`src/rtl/posit_mult_seq.sv`:
```
// posit_mult_seq: sequential posit multiplier core.
//
// Takes two decoded posit operands and multiplies their mantissas with an
// iterative shift-add datapath, one multiplier bit per cycle. It adds the
// operand scales and hands a normalised sign/scale/mantissa result to the
// packing stage.
//
// Ports:
//   clk, reset                  clock, asynchronous active-high reset
//   in_valid / in_ready         operand handshake (in_ready only in idle)
//   Sign_x, Regime_x,           decoded operand fields, x in {a, b}
//   Exponent_x, Mantissa_x
//   Zero_x, NaR_x               operand special flags
//   out_valid / out_ready       result handshake
//   Sign_out, Scale_out,        normalised result, leading 1 of Mant_out at
//   Mant_out                    bit 2*MW-1
//   Zero_out, NaR_out           special-result flags
module posit_mult_seq #(
    parameter int unsigned N  = 8,
    parameter int unsigned ES = 3,
    parameter int unsigned RS = $clog2(N) + 1,
    parameter int unsigned MW = N - ES,
    parameter int unsigned SW = RS + ES + 1
) (
    input  logic                 clk,
    input  logic                 reset,
    input  logic                 in_valid,
    output logic                 in_ready,
    input  logic                 Sign_a,
    input  logic                 Sign_b,
    input  logic signed [RS-1:0] Regime_a,
    input  logic signed [RS-1:0] Regime_b,
    input  logic [ES-1:0]        Exponent_a,
    input  logic [ES-1:0]        Exponent_b,
    input  logic [MW-1:0]        Mantissa_a,
    input  logic [MW-1:0]        Mantissa_b,
    input  logic                 Zero_a,
    input  logic                 Zero_b,
    input  logic                 NaR_a,
    input  logic                 NaR_b,
    output logic                 out_valid,
    input  logic                 out_ready,
    output logic                 Sign_out,
    output logic signed [SW-1:0] Scale_out,
    output logic [2*MW-1:0]      Mant_out,
    output logic                 Zero_out,
    output logic                 NaR_out
);

    localparam int unsigned CW = (MW > 1) ? $clog2(MW) : 1;
    localparam logic [CW-1:0] CntLast = CW'(MW - 1);

    typedef enum logic [2:0] {
        StIdle,
        StMul,
        StNorm,
        StSpecial,
        StDone
    } state_e;

    state_e                state_q;
    logic                  sign_a_q;
    logic                  sign_b_q;
    logic                  zero_q;
    logic                  nar_q;
    logic [MW-1:0]         mant_a_q;
    logic [MW-1:0]         mant_b_q;
    logic signed [SW-1:0]  scale_sum_q;
    logic [2*MW-1:0]       acc_q;
    logic [CW-1:0]         cnt_q;

    // Scale is Regime*2^ES + Exponent; since 0 <= Exponent < 2^ES this is just
    // the concatenation, with one extra sign bit so the sum of two fits in SW.
    logic signed [SW-1:0]  scale_a;
    logic signed [SW-1:0]  scale_b;
    logic [2*MW-1:0]       partial;

    assign scale_a = {Regime_a[RS-1], Regime_a, Exponent_a};
    assign scale_b = {Regime_b[RS-1], Regime_b, Exponent_b};
    assign partial = {{MW{1'b0}}, mant_a_q} << cnt_q;

    assign in_ready  = (state_q == StIdle);
    assign out_valid = (state_q == StDone);

    always_ff @(posedge clk or posedge reset) begin
        if (reset) begin
            state_q     <= StIdle;
            sign_a_q    <= 1'b0;
            sign_b_q    <= 1'b0;
            zero_q      <= 1'b0;
            nar_q       <= 1'b0;
            mant_a_q    <= '0;
            mant_b_q    <= '0;
            scale_sum_q <= '0;
            acc_q       <= '0;
            cnt_q       <= '0;
            Sign_out    <= 1'b0;
            Scale_out   <= '0;
            Mant_out    <= '0;
            Zero_out    <= 1'b0;
            NaR_out     <= 1'b0;
        end else begin
            unique case (state_q)
                StIdle: begin
                    if (in_valid) begin
                        sign_a_q    <= Sign_a;
                        sign_b_q    <= Sign_b;
                        zero_q      <= Zero_a | Zero_b;
                        nar_q       <= NaR_a | NaR_b;
                        mant_a_q    <= Mantissa_a;
                        mant_b_q    <= Mantissa_b;
                        scale_sum_q <= scale_a + scale_b;
                        acc_q       <= '0;
                        cnt_q       <= '0;
                        if (Zero_a | Zero_b | NaR_a | NaR_b) begin
                            state_q <= StSpecial;
                        end else begin
                            state_q <= StMul;
                        end
                    end
                end
                StMul: begin
                    // Multiplier scanned LSB first; partial is mant_a aligned to bit cnt.
                    if (mant_b_q[cnt_q]) begin
                        acc_q <= acc_q + partial;
                    end
                    cnt_q <= cnt_q + CW'(1);
                    if (cnt_q == CntLast) begin
                        state_q <= StNorm;
                    end
                end
                StNorm: begin
                    // Product of two 1.f values lies in [1,4): at most one shift needed.
                    if (acc_q[2*MW-1]) begin
                        Mant_out  <= acc_q;
                        Scale_out <= scale_sum_q + SW'(1);
                    end else begin
                        Mant_out  <= acc_q << 1;
                        Scale_out <= scale_sum_q;
                    end
                    Sign_out <= sign_a_q ^ sign_b_q;
                    Zero_out <= 1'b0;
                    NaR_out  <= 1'b0;
                    state_q  <= StDone;
                end
                StSpecial: begin
                    NaR_out   <= nar_q;
                    Zero_out  <= zero_q & ~nar_q;
                    Sign_out  <= 1'b0;
                    Scale_out <= '0;
                    Mant_out  <= '0;
                    state_q   <= StDone;
                end
                StDone: begin
                    if (out_ready) begin
                        state_q <= StIdle;
                    end
                end
                default: state_q <= StIdle;
            endcase
        end
    end

endmodule

```
`config.mk`:
```
export PLATFORM = sky130hd
export DESIGN_NAME = posit_mult_seq
export DESIGN_NICKNAME = d
export VERILOG_FILES = /design/src/rtl/posit_mult_seq.sv
export SDC_FILE = /design/constraint.sdc
export NUM_CORES = 1
export LEC_CHECK = 0
export ABC_AREA = 1
export CAP_MARGIN = 0
export CORE_MARGIN = 1
export CORE_UTILIZATION = 50
export DETAILED_ROUTE_END_ITERATION = 12
export DONT_BUFFER_PORTS = 1
export GPL_TIMING_DRIVEN = 0
export MAX_ROUTING_LAYER = met4
export SYNTH_ARGS = -nofsm -noshare
export SYNTH_HDL_FRONTEND = slang
export SYNTH_SLANG_ARGS = --single-unit
```
`constraint.sdc`:
```
create_clock -name clk -period 2.6 [get_ports clk]
set_input_delay 0.52 -clock clk [delete_from_list [all_inputs] [get_ports clk]]
set_output_delay 0.52 -clock clk [all_outputs]
set_load 0.1 [all_outputs]
```
==> run summary <==
The library cell used as clock root buffer is sky130_fd_sc_hd__clkbuf_8. At the worst endpoint, the arrival time is 2.61 ns. For this block, the via count after detailed routing is 3001.

In the final design database the tool counted 523 nets. Wire segments on met2 add up to 3680 µm in the final route. Path type of the worst min-delay path: in -> async. The number of optimization iterations in the first detailed-route pass came out at 4. STA classifies the critical path startpoint as a flop. The tools report the count of pins over their slew limit as 0.

The portion of the clock cycle consumed by the worst path in the final layout is 91.6%, and the y dimension of the die is 87.2 µm. The die covers 7600 µm². Of all nets on the critical path, the largest fanout is 10. The run gives 3810 µm² as the instance area after placement. The standby leakage power is 2.05 nW, and the routed metal-1 wire length is 3860 µm.

The tools report the setup slack at placement as -0.0566 ns. Hold is met by 0.134 ns. The final setup slack of the worst path was 0.219 ns; the count of placed standard cells in the final layout, fillers left out was 569. The worst path required time is 2.83 ns. The detail route stage leaves a number of antenna-violating nets equal to 0. The final count of hold timing violations is 0, and the horizontal die dimension is 87.2 µm. TritonCTS built the clock tree. Setup repair after global routing left no endpoint under its margin. After filler insertion, the fill cell instance count of the layout stands at 684.

In this run, the number of DRC markers left after iteration 0 of detailed routing was 137. IR analysis of the VDD net gives a maximum drop of 0.656 mV. Yosys printed 0 warnings. At the end of the flow the core is filled with cells to 58.8%.

The tools report the post-CTS setup-driven buffer insertion count as 0. By count the netlist is led by 147 x sky130_fd_sc_hd__nand2_1, 59 x sky130_fd_sc_hd__dfrtp_1, 46 x sky130_fd_sc_hd__inv_1, 31 x sky130_fd_sc_hd__o21ai_0, 22 x sky130_fd_sc_hd__nand3_1. For the weighted congestion at the end of routability-driven global placement, the log shows 0.857. The run finished with clean final reports.

The core box area is 6910 µm². After floorplanning, the core was divided into 30 placement rows. The biggest area contributor in the post-synthesis netlist is sky130_fd_sc_hd__dfrtp_1. The sequential cell area fraction in the yosys report came out at 40.7%. The instance count after placement with tap cells included is 553, and the number of clock sinks is 59.

The total of buffers placed on input and output ports is 0, and the global-route total usage across every layer is 24.3%. The worst setup path is captured at a flop. In this run, CTS created clock tree buffers numbering 9.

The routed wirelength normalized by instance count is 14.3 µm. The repair_antennas step left the layout with diodes totalling 0. Measured in cells, the most critical reg-to-reg path has a length of 14. The run gives 0.22 ns as the minimum setup slack among reg-to-reg paths.

The worst-case clock skew is 0.00944 ns, and the maximum buffer depth of the clock tree is 2. For the maximum number of pins on one net before global-route repair, the log shows 33. Top layer used by detailed routing: met4. The mean area per synthesized cell was 7.99 µm². Counting flops with a built-in enable in the synthesized netlist gives 0. Summing all multi-input logic gate instances after layout gives 1860 µm². Yosys instantiated no cell more often than sky130_fd_sc_hd__nand2_1. The worst setup path category is reg -> reg. The mapped netlist covers 3630 µm². After synthesis the netlist holds a flip-flop and latch count of 59. Derived from the worst setup path, the maximum achievable clock frequency is 420 MHz. The H-tree generated during clock tree synthesis spans 3 levels. Of the cells placed in the final design, the portion with a size suffix greater than 1 is 13.5%.

The post-synthesis to final-layout area growth was 12.0%. Setup violations remaining at the end of the flow were counted as 0. Commonest register cell after synthesis: sky130_fd_sc_hd__dfrtp_1.

The area share of the leading cell type in the synthesized netlist was 40.7%. The tools report the register area as 1480 µm². Synthesis produced a netlist with a net count of 509. The routed wire length on met3 was 441 µm; the number of distinct library cell variants in the gate-level netlist after synthesis was 41. 57 I/O pins were placed. The number of antenna violations at the first check in global routing was 0; the total congestion overflow was 0. The number of hold buffers added after CTS was 0. The routed design could run at a clock period as short as 2.38 ns. Synthesis produced a netlist whose cell count is 454. The first global-routing pass estimated 13400 µm of wire.

The number of remaining DRC errors was 0; the power density of the placed cells was 1490 nW/µm². For the pin with the worst max-slew slack, the measured transition is 1.13 ns. Once the floorplan was initialized, standard cells occupied 52.5% of the core. The clock transition time at the flip-flop clock pins of the worst setup and hold paths came out at 0.07 ns. Yosys attributes the largest share of cell area to sky130_fd_sc_hd__dfrtp_1 41%, sky130_fd_sc_hd__nand2_1 15%, sky130_fd_sc_hd__ha_1 6.6%. The worst pin sits at a relative slew slack of 24.2%. The clock insertion delay at the later pin of the skew report was 0.35 ns; the per-cell via count in the routed design was 5.27. Summing all non-filler instances in the final layout gives an area of 4060 µm².

The tools report the via count of the first global-routing pass as 2706. The overall routed net length is 8110 µm, and the max-capacitance violation count is 0. Detailed placement ended at an HPWL of 6170 µm. In the synthesized netlist the async set-or-reset flop fraction comes to 100%.
[per-stage QoR]
stage          setup TNS, ns  total power, mW
2_1_floorplan              0             4.41
4_1_cts                    0             6.05
3_5_place_dp         -0.0566             5.00
6_report                   0             6.04
3_3_place_gp           -2.35             4.89
5_1_grt                    0             6.47
[placed cells by master, fill, tap and decap left out, types with 4 or more instances in the layout]
cell type	instances
sky130_fd_sc_hd__buf_6	7
sky130_fd_sc_hd__nand2_2	14
sky130_fd_sc_hd__xor2_1	6
sky130_fd_sc_hd__ha_1	18
sky130_fd_sc_hd__o22ai_1	5
sky130_fd_sc_hd__inv_2	6
sky130_fd_sc_hd__clkbuf_1	4
sky130_fd_sc_hd__inv_1	45
sky130_fd_sc_hd__o21ai_0	30
sky130_fd_sc_hd__nor2_1	15
sky130_fd_sc_hd__o21ai_1	16
sky130_fd_sc_hd__mux2i_1	5
sky130_fd_sc_hd__xnor2_1	4
sky130_fd_sc_hd__clkbuf_8	10
sky130_fd_sc_hd__dfrtp_1	59
sky130_fd_sc_hd__nand4_1	6
sky130_fd_sc_hd__nand2_1	147
sky130_fd_sc_hd__a21oi_1	9
sky130_fd_sc_hd__nand3_1	22
[worst max-delay path, stage by stage, from the launching register on]
cell                      delay [ns]
sky130_fd_sc_hd__dfrtp_1        0.40
sky130_fd_sc_hd__buf_6          0.14
sky130_fd_sc_hd__inv_2          0.06
sky130_fd_sc_hd__buf_6          0.13
sky130_fd_sc_hd__nand2_1        0.09
sky130_fd_sc_hd__nor3_2         0.14
sky130_fd_sc_hd__ha_2           0.23
sky130_fd_sc_hd__inv_1          0.05
sky130_fd_sc_hd__fa_1           0.42
sky130_fd_sc_hd__o21ai_2        0.23
sky130_fd_sc_hd__nand3_1        0.12
sky130_fd_sc_hd__nand2_1        0.07
sky130_fd_sc_hd__nand2_1        0.04
sky130_fd_sc_hd__nand3_1        0.08
sky130_fd_sc_hd__nand2_1        0.05
[per-layer routing]
metal  up-vias  GRT usage [%]
li1       1508              -
met1      1390           32.0
met2        88           36.6
met3        15           6.16
met4         0           8.05
met5         -              -
[state kept, by name (all words and copies together) (netlist names)]
signal	cells
state_q	3
Mant_out	10
mant_b_q	5
Scale_out	8
cnt_q	3
mant_a_q	5
Zero_out	1
zero_q	1
sign_b_q	1
nar_q	1
Sign_out	1
acc_q	10
NaR_out	1
scale_sum_q	8
sign_a_q	1
[final cells by class]
class | count | share of cell area (%)
Clock inverter | 5 | 2.46
Multi-Input combinational cell | 330 | 45.8
Tap cell | 96 | 2.96
Timing Repair Buffer | 3 | 1.26
Buffer | 13 | 2.86
Inverter | 52 | 4.87
Clock buffer | 11 | 3.48
Sequential cell | 59 | 36.3
[cells by family (layout without fill, tap and decap cells)]
kind of cell               after synthesis  count (layout)  share of synthesized area, %
buffers and inverters                   65              84                          8.66
muxes                                    5               5                          1.38
AOI/OAI and AO/OA                       73              73                          11.6
adders and majority gates               21              21                          7.66
DFF                                     59              59                          40.7
and+or+nand+nor                        221             221                          27.6
xor gates and xnor gates                10              10                          2.41
[final timing paths]
check / start / to
setup / recovery: cnt_q[0] / acc_q[8]
hold / removal: reset / Mant_out[6]
setup reg to reg: cnt_q[0] / acc_q[8]
hold reg to reg: zero_q / zero_q
max in group asynchronous: reset / cnt_q[0]
min in group clk: Mantissa_a[0] / mant_a_q[0]
[what timing repair did]
| item | 4_1_cts | 5_1_grt |
|---|---|---|
| endpoints found under the setup margin | 2 | 2 |
| gates resized for setup | 1 | 3 |
| hold endpoints to repair | 0 | 0 |
[report_power, final]
part	internal, mW	switching (mW)	total, mW
Sequential	1.28	1.29	2.58
Combinational	0.896	1.54	2.43
Clock	0.660	0.371	1.03
(Power assumes the default switching activity.)
